## src/rtl/collision_scan_pkg.sv

```systemverilog
`default_nettype none
// +----------------------------------------------------------------------+
// | collision_scan_pkg : shared types, geometry defaults, width helpers   |
// | Rev 1.0                                                              |
// +----------------------------------------------------------------------+
package collision_scan_pkg;

    typedef enum logic [1:0] {
        ST_IDLE  = 2'd0,
        ST_SCAN  = 2'd1,
        ST_DRAIN = 2'd2,
        ST_DONE  = 2'd3
    } scan_state_t;

    localparam int C_PLAYER_W = 16;
    localparam int C_PLAYER_H = 16;
    localparam int C_OBS_W    = 32;
    localparam int C_OBS_H    = 32;
    localparam int C_PAD      = 2;

    localparam int C_X_W   = 10;
    localparam int C_Y_W   = 9;
    localparam int C_CMP_W = 11;

    function automatic int idx_w(input int n);
        return (n <= 1) ? 1 : $clog2(n);
    endfunction

endpackage
`default_nettype wire

```

## src/rtl/collision_scan_ctrl_if.sv

```systemverilog
`default_nettype none
// +----------------------------------------------------------------------+
// | collision_scan_ctrl_if : indexed read port to the obstacle store      |
// | Rev 1.0                                                              |
// +----------------------------------------------------------------------+
interface collision_scan_ctrl_if
    import collision_scan_pkg::*;
#(
    parameter int NUM_ROWS          = 6,
    parameter int OBSTACLES_PER_ROW = 10
) ();

    logic                                 rd_valid;
    logic [idx_w(NUM_ROWS)-1:0]           rd_row;
    logic [idx_w(OBSTACLES_PER_ROW)-1:0]  rd_col;
    logic [C_X_W-1:0]                     obs_x;
    logic [C_Y_W-1:0]                     obs_y;

    modport master (output rd_valid, rd_row, rd_col, input  obs_x, obs_y);
    modport slave  (input  rd_valid, rd_row, rd_col, output obs_x, obs_y);

endinterface
`default_nettype wire

```

## src/rtl/aabb_overlap.sv

```systemverilog
`default_nettype none
// +----------------------------------------------------------------------+
// | aabb_overlap : strict inset box-overlap test, 11-bit so sums never wrap|
// | Rev 1.0                                                              |
// +----------------------------------------------------------------------+
module aabb_overlap
    import collision_scan_pkg::*;
#(
    parameter int PLAYER_W = C_PLAYER_W,
    parameter int PLAYER_H = C_PLAYER_H,
    parameter int OBS_W    = C_OBS_W,
    parameter int OBS_H    = C_OBS_H,
    parameter int PAD      = C_PAD
) (
    input  logic [C_X_W-1:0] px,
    input  logic [C_Y_W-1:0] py,
    input  logic [C_X_W-1:0] ox,
    input  logic [C_Y_W-1:0] oy,
    output logic             overlap
);

    localparam logic [C_CMP_W-1:0] c_pad   = C_CMP_W'(PAD);
    localparam logic [C_CMP_W-1:0] c_ply_w = C_CMP_W'(PLAYER_W - PAD);
    localparam logic [C_CMP_W-1:0] c_ply_h = C_CMP_W'(PLAYER_H - PAD);
    localparam logic [C_CMP_W-1:0] c_obs_w = C_CMP_W'(OBS_W - PAD);
    localparam logic [C_CMP_W-1:0] c_obs_h = C_CMP_W'(OBS_H - PAD);

    logic [C_CMP_W-1:0] w_px, w_py, w_ox, w_oy;

    assign w_px = C_CMP_W'(px);
    assign w_py = C_CMP_W'(py);
    assign w_ox = C_CMP_W'(ox);
    assign w_oy = C_CMP_W'(oy);

    assign overlap = (w_px + c_pad   < w_ox + c_obs_w) &&
                     (w_px + c_ply_w > w_ox + c_pad)   &&
                     (w_py + c_pad   < w_oy + c_obs_h) &&
                     (w_py + c_ply_h > w_oy + c_pad);

endmodule
`default_nettype wire

```

## src/rtl/collision_scan_ctrl.sv

```systemverilog
`default_nettype none
// +----------------------------------------------------------------------+
// | collision_scan_ctrl : per-frame sequential obstacle collision scan    |
// | Rev 1.0                                                              |
// +----------------------------------------------------------------------+
module collision_scan_ctrl
    import collision_scan_pkg::*;
#(
    parameter int NUM_ROWS          = 6,
    parameter int OBSTACLES_PER_ROW = 10,
    parameter int PLAYER_W          = C_PLAYER_W,
    parameter int PLAYER_H          = C_PLAYER_H,
    parameter int OBS_W             = C_OBS_W,
    parameter int OBS_H             = C_OBS_H,
    parameter int PAD               = C_PAD
) (
    input  logic                                clk,
    input  logic                                reset,
    input  logic                                scan_start,
    input  logic                                enable,
    input  logic [C_X_W-1:0]                    player_x,
    input  logic [C_Y_W-1:0]                    player_y,
    collision_scan_ctrl_if.master               rd,
    output logic                                busy,
    output logic                                done,
    output logic                                collision,
    output logic [idx_w(NUM_ROWS)-1:0]          hit_row,
    output logic [idx_w(OBSTACLES_PER_ROW)-1:0] hit_col
);

    localparam int RW = idx_w(NUM_ROWS);
    localparam int CW = idx_w(OBSTACLES_PER_ROW);
    localparam logic [RW-1:0] c_last_row = RW'(NUM_ROWS - 1);
    localparam logic [CW-1:0] c_last_col = CW'(OBSTACLES_PER_ROW - 1);

    scan_state_t      r_state, w_state_nxt;
    logic [RW-1:0]    r_row, r_row_d, r_acc_row, w_acc_row_nxt;
    logic [CW-1:0]    r_col, r_col_d, r_acc_col, w_acc_col_nxt;
    logic [C_X_W-1:0] r_px;
    logic [C_Y_W-1:0] r_py;
    logic             r_vld_d, r_acc_hit;
    logic             w_start, w_last, w_rd_valid, w_overlap, w_first_hit, w_acc_hit_nxt;

    assign w_start = scan_start & enable;
    assign w_last  = (r_row == c_last_row) && (r_col == c_last_col);

    always_ff @(posedge clk or posedge reset) begin
        if (reset) r_state <= ST_IDLE;
        else       r_state <= w_state_nxt;
    end

    always_comb begin
        w_state_nxt = r_state;
        w_rd_valid  = 1'b0;
        busy        = 1'b0;
        done        = 1'b0;
        case (r_state)
            ST_IDLE:  if (w_start) w_state_nxt = ST_SCAN;
            ST_SCAN: begin
                busy       = 1'b1;
                w_rd_valid = enable;
                if (!enable)     w_state_nxt = ST_IDLE;
                else if (w_last) w_state_nxt = ST_DRAIN;
            end
            ST_DRAIN: begin
                busy        = 1'b1;
                w_state_nxt = enable ? ST_DONE : ST_IDLE;
            end
            ST_DONE: begin
                done        = 1'b1;
                w_state_nxt = ST_IDLE;
            end
            default:  w_state_nxt = ST_IDLE;
        endcase
    end

    // Row-major index walk plus the player snapshot taken at scan start
    always_ff @(posedge clk or posedge reset) begin
        if (reset) begin
            r_row <= '0;
            r_col <= '0;
            r_px  <= '0;
            r_py  <= '0;
        end else if (r_state == ST_IDLE && w_start) begin
            r_row <= '0;
            r_col <= '0;
            r_px  <= player_x;
            r_py  <= player_y;
        end else if (w_rd_valid) begin
            if (r_col == c_last_col) begin
                r_col <= '0;
                if (!w_last) r_row <= r_row + 1'b1;
            end else begin
                r_col <= r_col + 1'b1;
            end
        end
    end

    aabb_overlap #(
        .PLAYER_W (PLAYER_W),
        .PLAYER_H (PLAYER_H),
        .OBS_W    (OBS_W),
        .OBS_H    (OBS_H),
        .PAD      (PAD)
    ) u_overlap (
        .px      (r_px),
        .py      (r_py),
        .ox      (rd.obs_x),
        .oy      (rd.obs_y),
        .overlap (w_overlap)
    );

    assign w_first_hit   = r_vld_d & w_overlap & ~r_acc_hit;
    assign w_acc_hit_nxt = r_acc_hit | (r_vld_d & w_overlap);
    assign w_acc_row_nxt = w_first_hit ? r_row_d : r_acc_row;
    assign w_acc_col_nxt = w_first_hit ? r_col_d : r_acc_col;

    always_ff @(posedge clk or posedge reset) begin
        if (reset) begin
            r_vld_d   <= 1'b0;
            r_row_d   <= '0;
            r_col_d   <= '0;
            r_acc_hit <= 1'b0;
            r_acc_row <= '0;
            r_acc_col <= '0;
        end else begin
            r_vld_d <= w_rd_valid;
            r_row_d <= r_row;
            r_col_d <= r_col;
            if (r_state == ST_IDLE && w_start) begin
                r_acc_hit <= 1'b0;
                r_acc_row <= '0;
                r_acc_col <= '0;
            end else begin
                r_acc_hit <= w_acc_hit_nxt;
                r_acc_row <= w_acc_row_nxt;
                r_acc_col <= w_acc_col_nxt;
            end
        end
    end

    // The final obstacle compares in DRAIN, so results load from the next-accumulator value
    always_ff @(posedge clk or posedge reset) begin
        if (reset) begin
            collision <= 1'b0;
            hit_row   <= '0;
            hit_col   <= '0;
        end else if (r_state == ST_DRAIN && enable) begin
            collision <= w_acc_hit_nxt;
            hit_row   <= w_acc_row_nxt;
            hit_col   <= w_acc_col_nxt;
        end else if (r_state == ST_IDLE && !enable) begin
            collision <= 1'b0;
            hit_row   <= '0;
            hit_col   <= '0;
        end
    end

    assign rd.rd_valid = w_rd_valid;
    assign rd.rd_row   = r_row;
    assign rd.rd_col   = r_col;

endmodule
`default_nettype wire

```

## src/flat_wrapper.sv

```systemverilog
// flat-port wrapper written by rule: the top's interface ports become plain ports
module collision_scan_ctrl_flat import collision_scan_pkg::*;
#(
    parameter int NUM_ROWS          = 6,
    parameter int OBSTACLES_PER_ROW = 10,
    parameter int PLAYER_W          = C_PLAYER_W,
    parameter int PLAYER_H          = C_PLAYER_H,
    parameter int OBS_W             = C_OBS_W,
    parameter int OBS_H             = C_OBS_H,
    parameter int PAD               = C_PAD
)
  (clk, reset, scan_start, enable, player_x, player_y, busy, done, collision, hit_row, hit_col, rd_rd_valid, rd_rd_row, rd_rd_col, rd_obs_x, rd_obs_y);
  collision_scan_ctrl_if #(.NUM_ROWS(NUM_ROWS), .OBSTACLES_PER_ROW(OBSTACLES_PER_ROW)) rd_i ();
  input  logic clk;
  input  logic reset;
  input  logic scan_start;
  input  logic enable;
  input  logic [C_X_W-1:0] player_x;
  input  logic [C_Y_W-1:0] player_y;
  output logic busy;
  output logic done;
  output logic collision;
  output logic [idx_w(NUM_ROWS)-1:0] hit_row;
  output logic [idx_w(OBSTACLES_PER_ROW)-1:0] hit_col;
  output wire logic [$bits(rd_i.rd_valid)-1:0] rd_rd_valid;
  output wire logic [$bits(rd_i.rd_row)-1:0] rd_rd_row;
  output wire logic [$bits(rd_i.rd_col)-1:0] rd_rd_col;
  input wire logic [$bits(rd_i.obs_x)-1:0] rd_obs_x;
  input wire logic [$bits(rd_i.obs_y)-1:0] rd_obs_y;
  assign rd_rd_valid = rd_i.rd_valid;
  assign rd_rd_row = rd_i.rd_row;
  assign rd_rd_col = rd_i.rd_col;
  assign rd_i.obs_x = rd_obs_x;
  assign rd_i.obs_y = rd_obs_y;
  collision_scan_ctrl #(.NUM_ROWS(NUM_ROWS), .OBSTACLES_PER_ROW(OBSTACLES_PER_ROW), .PLAYER_W(PLAYER_W), .PLAYER_H(PLAYER_H), .OBS_W(OBS_W), .OBS_H(OBS_H), .PAD(PAD)) u_core (.clk(clk), .reset(reset), .scan_start(scan_start), .enable(enable), .player_x(player_x), .player_y(player_y), .rd(rd_i), .busy(busy), .done(done), .collision(collision), .hit_row(hit_row), .hit_col(hit_col));
endmodule
```

## config.mk

```make
export PLATFORM = sky130hd
export DESIGN_NAME = collision_scan_ctrl_flat
export DESIGN_NICKNAME = d
export VERILOG_FILES = /design/src/rtl/collision_scan_pkg.sv /design/src/rtl/collision_scan_ctrl_if.sv /design/src/rtl/aabb_overlap.sv /design/src/rtl/collision_scan_ctrl.sv /design/src/flat_wrapper.sv
export SDC_FILE = /design/constraint.sdc
export NUM_CORES = 1
export LEC_CHECK = 0
export ABC_AREA = 1
export BUFFER_PORTS_ARGS = -buffer_cell sky130_fd_sc_hd__clkbuf_2
export CORE_ASPECT_RATIO = 1.75
export CORE_MARGIN = 2
export CORE_UTILIZATION = 23
export DETAILED_ROUTE_END_ITERATION = 8
export PLACE_DENSITY = 0.47
export SETUP_SLACK_MARGIN = 0.2
export SLEW_MARGIN = 20
export SYNTH_ARGS = -nofsm -noshare
export SYNTH_HDL_FRONTEND = slang
export SYNTH_HIERARCHICAL = 1
export SYNTH_SLANG_ARGS = --single-unit
```

## constraint.sdc

```tcl
create_clock -name clk -period 7.4 [get_ports clk]
set_input_delay 1.48 -clock clk [delete_from_list [all_inputs] [get_ports clk]]
set_output_delay 1.48 -clock clk [all_outputs]
set_load 0.03 [all_outputs]
```

==> summary.md, run 1 <==
| Metric | Value |
|---|---|
| Crit path required time | `around 7600 ps` |
| Most frequent cells in the layout | `nand2_1 (183), inv_1 (73), clkbuf_2 (59)` |
| Mean Syn Cell Area | `7.35 um2` |
| Layout cell share with drive strength beyond 1 | `13.2%` |
| Congestion Overflow GR | `0` |
| Fin crit share | `between 50% and 60%` |
| Tot Pwr | `about 0.0017 W` |
| Worst skew pair latency | `290 ps` |
| Post-CTS setup buffer count | `0` |
| Cells after Synth | `around 560` |
| Clk buf depth | `2` |
| Final WL | `slightly above 10 mm` |
| Final Slew Violations | `0` |
| Max-Cap Viols | `0` |
| Startpoint types | `input pin` |
| CTS tree | `built` |
| Top_reg_cell synth | `dfrtp_1` |
| LEAKAGE | `roughly 2.7 nW` |
| Largest net degree at the start of global routing | `53` |
| DR iter-0 viols | `122` |
| Diode count | `0` |
| Min-delay worst type | `reg2reg` |
| Fill cells | `2004` |
| Worst-Margin Slew | `roughly 670 ps` |
| Detail Route Antenna Nets | `0` |
| Critical-path maximum fanout | `14` |
| Starting density of the core | `a little under a quarter` |
| Nets | `a little over 700` |
| Vias in the first global route | `3580` |
| Max Clock Skew | `between 5 and 6 ps` |
| Die Span X | `105 um` |
| Synth-to-layout area growth | `16.9%` |
| Hold buffer count at cts | `0` |
| Root buffer cell | `clkbuf_16` |
| Post-synth EDFFs | `0` |
| Post-DP HPWL | `8.35 mm` |
| Setup violators final | `0` |
| First-pass GRT wire length | `approximately 17 mm` |
| I/O pin count | `60` |
| Die area | `between 15000 and 20000 um2` |
| Total track usage | `11.3%` |
| Post-synthesis register bit count | `52` |
| H-tree levels | `2` |
| TNS Setup | `0 ps` |
| Post-synth ARST share | `between 90% and 100%` |
| RD Place Congestion | `0.768` |
| Vias per inst | `4.09` |
| DRC | `0` |
| RSZ-0062 raised after global routing | `false` |
| Average wire per standard cell | `between 10 and 15 um` |
| Critical Path AT | `~4200 ps` |
| Vias | `around 3500` |
| Clock Pin Slew Worst Setup and Hold Paths | `~70 ps` |
| PostCTS Resize Cnt | `0` |
| CTS Buf Count | `5` |
| Netlist cell types | `32` |
| Peak Freq | `246 MHz` |
| Commonest non-fill, non-tap cell in the layout | `nand2_1` |
| Post-Synthesis Cell Area | `~4100 um2` |
| Syn Nets | `660` |
| Yosys Warn Count | `6` |
| IO buf count | `59` |
| Post-layout min period | `between 4000 and 5000 ps` |
| Max_slew headroom | `between 50% and 60%` |
| CP endpoint kind | `register` |
| Sequential cell area | `1300 um2` |
| WS Path Type | `in2reg` |
| Hold Vio Cnt, Final | `0` |
| Initial antenna violation count | `0` |
| Pre-antenna DRT Iters | `4` |
| Core area | `~18000 um2` |
| Footprint of the multi-input gates | `2500 um2` |
| Rows | `65` |
| CTS sink cnt | `52` |
| Outcome | `complete, no violations` |
| Height of the chip | `~180 um` |
| Post-synthesis sequential area ratio | `a little under a third` |
| P per Cell Area | `341 nW/um2` |
| Max VDD drop | `144 uV` |
## registers in the layout, indices dropped and copies added (netlist names)
name,cells
u_core/r_py,9
u_core/r_acc_hit,1
u_core/r_px,10
u_core/collision,1
u_core/r_row_d,3
u_core/hit_col,4
u_core/rd.rd_col,4
u_core/r_vld_d,1
u_core/r_acc_row,3
u_core/r_state,2
u_core/hit_row,3
u_core/r_col_d,4
u_core/r_acc_col,4
u_core/rd.rd_row,3
## worst paths after layout
check / from / endpoint / slack, ps / cells past startpoint
max: rd_obs_y[1] / u_core/hit_col[3] / 3330 / 15
min in group asynchronous: reset / u_core/r_py[2] / 1340 / 3
min: u_core/rd.rd_col[1] / u_core/r_col_d[1] / 470 / 0
max reg2reg: u_core/r_px[1] / u_core/hit_col[3] / 4100 / 18
max in group asynchronous: reset / u_core/hit_col[0] / 5600 / 3
min reg2reg: u_core/rd.rd_col[1] / u_core/r_col_d[1] / 470 / 0
## through the flow
stage / setup WS, ps / std cells / hold WS (ps) / instance area, um2 / utilization (%)
final: 3330 / 857 / 471 / 4840 / 27.2
after global routing: 2930 / 857 / 485 / 4840 / 27.2
after CTS: 3290 / 857 / 480 / 4840 / 27.2
after detailed placement: 2980 / 849 / 463 / 4690 / 26.3
after global placement: 3010 / 849 / 463 / 4690 / 26.3
after floorplan: 3710 / 564 / 448 / 4140 / -
## power by group
group	total, W	internal [W]	leakage [nW]	switching [W]
registers	0.000506	0.000392	0.677	0.000114
logic	0.000905	0.000340	1.91	0.000565
clock network	0.000242	0.000135	0.0772	0.000107
total	0.00165	0.000868	2.67	0.000785
## cells in the mapped netlist, types with 2 or more instances
master    instances  share of area (%)
nand2_1         183                 17
inv_1            74                6.7
ha_1             54                 16
dfrtp_1          52                 31
nor2_1           47                4.3
xor2_1           43                9.1
nand3_1          32                3.9
o21ai_0          17                2.1
a21oi_1          16                1.9
xnor2_1           9                1.9
buf_2             6               0.72
nor3_1            6               0.72
inv_2             2               0.18
nand2_2           2               0.30
nand3_2           2               0.48
nand3b_1          2               0.36
nor4_1            2               0.30
## cell families (layout without fill, tap and decap cells)
| kind of cell | Yosys count | after routing | share of synthesized area, % |
|---|---|---|---|
| AO/OA/AOI/OAI | 38 | 38 | 4.89 |
| XOR/XNOR | 52 | 52 | 11.0 |
| adder cells (fa/ha/maj) | 54 | 54 | 16.3 |
| buffers and inverters | 86 | 145 | 8.27 |
| flip-flops | 52 | 52 | 31.4 |
| AND/OR/NAND/NOR | 282 | 282 | 28.1 |
## final cells by class
cell class	count	area share, %
repair buffers	61	6.40
well taps	234	6.04
inverters	76	5.89
flip-flops and latches	52	26.9
multi-input cells	426	51.7
clock inverters	2	0.284
clock buffers	6	2.87
## critical path, cell delays in order
cell and delay [ps]:
clkbuf_2 120, ha_1 180, nand3_1 150, nor3b_1 320, nand3_1 130, ha_1 320
nand2_1 70, nor2_1 170, nand3_1 100, nand3_1 150, nand2_1 60, nor2_1 130
nand3_1 370, o21ai_0 340, o21ai_0 120
## metal layers
| metal | GRT usage, % | share of wire (%) | up-vias |
|---|---|---|---|
| met5 | 0 | 0 | - |
| met4 | 4.11 | 2.0 | 0 |
| met3 | 1.44 | 2.6 | 13 |
| met2 | 22.1 | 55 | 53 |
| met1 | 12.1 | 40 | 1568 |
| li1 | - | - | 1868 |
Power figures use the tool's default switching activity.
==> run 2, diff against run 1 <==
clock period = 3.8 ns   (was 7.4 ns; I/O delays follow)
==> run 2 against run 1 <==
- wire length grew 1.1%
- combinational power is 96% higher
- cell count is 0.23% higher
- core utilization up 0.25 points
- first-iteration DRC count is 25% lower
- count of clock-buffer cells in the layout is 1 higher
- sequential share of layout area decreased by 0.25 points
- cell area rose by 0.93%
- largest power group unchanged
- highest routed layer unchanged
==> summary.md, run 2 (synthesis results as in run 1) <==
| Metric | Value |
|---|---|
| Sequential cell area | `1300 um2 (unchanged)` |
| Hold WS | `470 ps (-1.49 ps)` |
| Most frequent cells in the layout | `nand2_1 (183), inv_1 (73), clkbuf_2 (59)` |
| Post-DP HPWL | `8.54 mm (+2.3%)` |
| Die area | `19100 um2 (unchanged)` |
| Clock Pin Slew Worst Setup and Hold Paths | `70 ps (about the same)` |
| Starting density of the core | `23.3% (unchanged)` |
| Fin crit share | `81.5%` |
| PostCTS Resize Cnt | `0 (unchanged)` |
| I/O pin count | `60 (unchanged)` |
| Nets | `720 (+0.28%)` |
| Vias in the first global route | `3517 (-1.8%)` |
| Outcome | `complete, no violations` |
| Sequential fraction of design power | `30.0% (-0.6 points)` |
| Tot Pwr | `0.00330 W (+99%)` |
| Layout cell share with drive strength beyond 1 | `13.4% (+0.28 points)` |
| Max_slew headroom | `52.1% (-3.1 points)` |
| First-pass GRT wire length | `17.0 mm (-1.2%)` |
| Commonest non-fill, non-tap cell in the layout | `nand2_1` |
| Max stage delay on crit path | `330 ps (-40 ps)` |
| Setup WS post-layout | `705 ps (-2630 ps)` |
| Hold path cells | `0 (unchanged)` |
| Core area | `17800 um2 (unchanged)` |
| Psw | `0.00152 W (+94%)` |
| Biggest register | `u_core/r_px` |
| Max VDD drop | `276 uV (+92%)` |
| Min-delay worst type | `reg2reg` |
| WS Path Type | `in2reg` |
| Biggest regs | `u_core/r_px x10, u_core/r_py x9` |
| Clk pwr share | `16.3% (+1.7 points)` |
| Vias | `3531 (+0.83%)` |
| Final WL | `10.4 mm (+1.1%)` |
| Diode count | `0 (unchanged)` |
| Worst skew pair latency | `290 ps (about the same)` |
| Critical-path maximum fanout | `14 (unchanged)` |
| H-tree levels | `2 (unchanged)` |
| Setup violators final | `0 (unchanged)` |
| RD Place Congestion | `0.774 (+0.85%)` |
| Worst reg2reg path depth | `19 (+1)` |
| TNS Setup | `0 ps (unchanged)` |
| Rows | `65 (unchanged)` |
| Final Slew Violations | `0 (unchanged)` |
| Total track usage | `11.2% (-0.075 points)` |
| Largest net degree at the start of global routing | `33 (-38%)` |
| Int Pwr | `0.00178 W (+100%)` |
| DR iter-0 viols | `91 (-25%)` |
| Worst-Margin Slew | `718 ps (+46.2 ps)` |
| Peak Freq | `323 MHz` |
| Switching Fraction | `46.1% (-1.4 points)` |
| Hold Vio Cnt, Final | `0 (unchanged)` |
| CP endpoint kind | `register` |
| Comb pwr share | `53.6% (-1.1 points)` |
| LEAKAGE | `2.69 nW (+0.84%)` |
| Hold buffer count at cts | `0 (unchanged)` |
| Root buffer cell | `clkbuf_16` |
| Synth-to-layout area growth | `18.0%` |
| CTS sink cnt | `52 (unchanged)` |
| Max-Cap Viols | `0 (unchanged)` |
| Vias per inst | `4.11 (+0.59%)` |
| Post-layout min period | `approximately 3100 ps` |
| Height of the chip | `182 um (unchanged)` |
| Average wire per standard cell | `12.1 um (+0.84%)` |
| Crit path required time | `3960 ps (-3600 ps)` |
| Footprint of the multi-input gates | `2500 um2 (unchanged)` |
| CP most frequent cell | `nand3_1` |
| Congestion Overflow GR | `0 (unchanged)` |
| Startpoint types | `input pin` |
| RSZ-0062 raised after global routing | `false` |
| Max FFs per register | `10 (unchanged)` |
| Post-CTS setup buffer count | `0 (unchanged)` |
| Pre-antenna DRT Iters | `4 (unchanged)` |
| Critical Path AT | `3250 ps (-980 ps)` |
| P per Cell Area | `674 nW/um2 (+98%)` |
| Crit-path slowest cell | `nor3b_1` |
| DRC | `0 (unchanged)` |
| Crit-path cells | `clkbuf_2, ha_1, nand3_1, nor3b_1, nand3_1, ha_1, nand2_1, nor2_1, nand3_1, nand3_1, nand2_1, nor2_1, nand3_1, buf_4, o21ai_0, o21ai_0` |
| Max Clock Skew | `3.80 ps (-1.77 ps)` |
| Initial antenna violation count | `0 (unchanged)` |
| Clk buf depth | `2 (unchanged)` |
| IO buf count | `59 (unchanged)` |
| Detail Route Antenna Nets | `0 (unchanged)` |
| Fill cells | `1986 (-0.90%)` |
| Dpl ws | `365 ps (-2610 ps)` |
| CTS tree | `built` |
| Die Span X | `105 um (unchanged)` |
| CTS Buf Count | `5 (unchanged)` |
-- run 2: cell count changes in the layout (fill, tap and decap cells not counted) --
| cell | before | now |
|---|---|---|
| buf_4 | 2 | 4 |
| bufinv_16 | 0 | 1 |
| clkbuf_8 | 1 | 2 |
| clkinv_2 | 1 | 0 |
| inv_6 | 1 | 0 |
-- run 2: power groups by stage --
stage / registers (W) / logic [W] / clock network [W]
2_1_floorplan: 0.00101 / 0.00131 / 0
3_3_place_gp: 0.00100 / 0.00179 / 0
3_5_place_dp: 0.00100 / 0.00181 / 0
4_1_cts: 0.000994 / 0.00181 / 0.000560
5_1_grt: 0.00103 / 0.00208 / 0.000581
6_report: 0.000990 / 0.00177 / 0.000539
-- run 2: final cells by class --
type / count / area share [%]
Clock inverter: 1 / 0.614
Multi-Input combinational cell: 426 / 51.2
Tap cell: 234 / 5.99
Inverter: 76 / 5.83
Clock buffer: 7 / 3.12
Timing Repair Buffer: 63 / 6.65
Sequential cell: 52 / 26.6
-- run 2: layer usage --
| metal | routed length (um) | global-route usage (%) | share of wire, % |
|---|---|---|---|
| met1 | 4090 | 12.0 | 39 |
| met2 | 5940 | 22.5 | 57 |
| met3 | 281 | 1.58 | 2.7 |
| met4 | 95 | 2.72 | 0.91 |
| met5 | 0 | 0 | 0 |
-- run 2: path summary, 6_finish.rpt --
kind / slack [ps] / to / start
worst max-delay path: 700 / u_core/hit_col[0] / rd_obs_y[1]
worst min-delay path: 470 / u_core/r_col_d[1] / u_core/rd.rd_col[1]
worst max register to register: 730 / u_core/hit_col[0] / u_core/r_px[1]
worst min register to register: 470 / u_core/r_col_d[1] / u_core/rd.rd_col[1]
max in group asynchronous: 2530 / u_core/r_acc_col[1] / reset
min in group asynchronous: 480 / u_core/r_py[2] / reset
-- run 2: through the flow --
step / area (um2) / cells / util (%)
final: 4890 / 859 / 27.5
after global routing: 4890 / 859 / 27.5
after CTS: 4890 / 859 / 27.5
after detailed placement: 4710 / 851 / 26.4
after global placement: 4710 / 851 / 26.4
after floorplan: 4140 / 564 / -
-- run 2: worst max-delay path, delay by kind of cell --
kind,cells,cell delay [ps]
adder cells (fa/ha/maj),2,500
AND/OR/NAND/NOR,10,1370
buffers and inverters,2,300
AO/OA/AOI/OAI,2,340
==> run 3, diff against run 2 <==
clock period = 2.9 ns   (was 3.8 ns; I/O delays follow)
==> run 3 against run 2 <==
- via count increased by 7.6%
- cell count grew 7.6%
- non-clock buffer count increased by 65
- cell area rose by 17%
- combinational power is 71% higher
- register-to-register slack worse by 560 ps
- sequential share of layout area decreased by 3.9 points
- core utilization rose by 4.8 points
- total power rose by 48%
- critical endpoint is now u_core/hit_col[1]
- worst setup slack got worse by 540 ps
- worst hold slack lost 150 ps
- critical path type unchanged
- largest power group unchanged
==> summary.md, run 3 (synthesis results as in run 1) <==
| Metric | Value |
|---|---|
| I/O pin count | `60 (unchanged)` |
| Post-layout min period | `between 2000 and 3000 ps` |
| CP most frequent cell | `nand2_1` |
| Crit path required time | `3070 ps (-890 ps)` |
| Dpl ws | `-208 ps (-573 ps)` |
| CTS tree | `built` |
| CP endpoint kind | `register` |
| Min-delay worst type | `in2async` |
| Cells after DPL | `910 (+6.9%)` |
| Root buffer cell | `clkbuf_16` |
| Congestion Overflow GR | `0 (unchanged)` |
| Crit-path slowest cell | `ha_1` |
| Vias per inst | `4.11 (about the same)` |
| CP top delay family | `buffers and inverters` |
| Clock Pin Slew Worst Setup and Hold Paths | `70 ps (about the same)` |
| Largest net degree at the start of global routing | `30 (-9.1%)` |
| DR iter-0 viols | `86 (-5.5%)` |
| RD Place Congestion | `0.801 (+3.5%)` |
| Worst-Margin Slew | `570 ps (-148 ps)` |
| Vias | `3800 (+7.6%)` |
| Layout Cells excl Fill | `924 (+7.6%)` |
| Average wire per standard cell | `11.8 um (-2.2%)` |
| Biggest register | `u_core/r_px` |
| Max FFs per register | `10 (unchanged)` |
| Fin crit share | `between 90% and 100%` |
| LEAKAGE | `3.05 nW (+14%)` |
| Hold Vio Cnt, Final | `0 (unchanged)` |
| Nets | `785 (+9.0%)` |
| Max-Cap Viols | `0 (unchanged)` |
| CTS Buf Count | `5 (unchanged)` |
| Most frequent cells in the layout | `nand2_1 (170), inv_1 (69), buf_4 (64)` |
| Outcome | `complete, no violations` |
| Max Clock Skew | `3.69 ps (-0.104 ps)` |
| Vias in the first global route | `3903 (+11%)` |
| Die Span X | `105 um (unchanged)` |
| Rows | `65 (unchanged)` |
| RSZ-0062 raised after global routing | `true` |
| Commonest non-fill, non-tap cell in the layout | `nand2_1` |
| Final WL | `10.9 mm (+5.2%)` |
| DRC | `0 (unchanged)` |
| H-tree levels | `2 (unchanged)` |
| Biggest regs | `u_core/r_px x10, u_core/r_py x9` |
| Clk buf depth | `2 (unchanged)` |
| Pre-antenna DRT Iters | `4 (unchanged)` |
| Diode count | `0 (unchanged)` |
| Starting density of the core | `23.3% (unchanged)` |
| Setup WS post-layout | `164 ps (-541 ps)` |
| WS Path Type | `in2reg` |
| Worst skew pair latency | `290 ps (about the same)` |
| Hold buffer count at cts | `0 (unchanged)` |
| CTS sink cnt | `52 (unchanged)` |
| Critical-path maximum fanout | `7 (-7)` |
| Critical Path AT | `2900 ps (-350 ps)` |
| Die area | `19100 um2 (unchanged)` |
| P per Cell Area | `852 nW/um2 (+26%)` |
| Crit-path cells | `clkbuf_2, inv_1, ha_2, nand3_2, buf_4, xor2_1, ha_1, nand2_1, inv_1, nand2_1, nand2_1, nand2_1, nand2_1, inv_1, nand3_2, nor2_4, nand3_2, buf_6, buf_16, o21ai_4, o21ai_2` |
| First-pass GRT wire length | `18.2 mm (+7.0%)` |
| Initial antenna violation count | `0 (unchanged)` |
| Final Slew Violations | `0 (unchanged)` |
| Max_slew headroom | `61.9% (+9.9 points)` |
| Post-DP HPWL | `8.89 mm (+4.1%)` |
| Height of the chip | `182 um (unchanged)` |
| IO buf count | `59 (unchanged)` |
| Synth-to-layout area growth | `38.5%` |
| Layout cell share with drive strength beyond 1 | `31.0% (+18 points)` |
| Total track usage | `11.8% (+0.61 points)` |
| Startpoint types | `input pin` |
| Core Util, Final | `32.2% (+4.8 points)` |
| Max VDD drop | `339 uV (+23%)` |
| Buffer and inverter count on the worst path | `7 (+5)` |
| Core area | `17800 um2 (unchanged)` |
| Setup violators final | `0 (unchanged)` |
| Detail Route Antenna Nets | `0 (unchanged)` |
| Max stage delay on crit path | `290 ps (-40 ps)` |
| Peak Freq | `366 MHz` |
-- run 3: area by class of cell --
cell class / instances / area, um2
timing repair buffer: 128 / 875
multi-input combinational: 426 / 2840
fill: 1924 / 12100
clock buffer: 7 / 143
clock inverter: 1 / 7.51
tap: 234 / 293
sequential: 52 / 1300
inverter: 76 / 285
-- run 3: metrics by stage --
| stage | area (um2) | power [W] | hold WS (ps) | setup TNS [ps] |
|---|---|---|---|---|
| CTS | 5540 | 0.00472 | 343 | 0 |
| global route | 5740 | 0.00542 | 382 | -140 |
| finish | 5740 | 0.00489 | 323 | 0 |
| global placement | 5170 | 0.00392 | 464 | -2640 |
| floorplan | 4160 | 0.00305 | 448 | 0 |
| detailed placement | 5170 | 0.00393 | 446 | -2660 |
-- run 3: final timing paths --
path | from | slack [ps] | end | depth (start not counted)
setup reg to reg | u_core/r_px[1] | 170 | u_core/hit_col[1] | 20
min in group clk | u_core/rd.rd_col[2] | 460 | u_core/r_col_d[2] | 0
setup / recovery | rd_obs_y[2] | 160 | u_core/hit_col[1] | 21
hold / removal | reset | 320 | u_core/r_py[2] | 2
max in group asynchronous | reset | 1920 | u_core/hit_col[0] | 3
hold reg to reg | u_core/rd.rd_col[2] | 460 | u_core/r_col_d[2] | 0
-- run 3: routing by layer --
metal / up-vias / track usage [%] / part of all wire [%]
met3: 11 / 1.11 / 1.8
met5: - / 0 / 0
li1: 2007 / - / -
met4: 0 / 3.95 / 2.3
met1: 1736 / 12.6 / 39
met2: 46 / 23.6 / 57
-- run 3: what timing repair did --
item                                    CTS  global route
gates resized for setup                  44            50
cloned                                    1             0
pin swaps                                 8            23
endpoints found under the setup margin   16            16
buffers inserted                          4             1
-- run 3: report_power, final --
group | total, W | leakage (nW) | switching, W | internal, W
clock network | 0.000609 | 0.0701 | 0.000265 | 0.000344
logic | 0.00302 | 2.31 | 0.00175 | 0.00126
registers | 0.00127 | 0.677 | 0.000266 | 0.00100
total | 0.00489 | 3.05 | 0.00228 | 0.00261
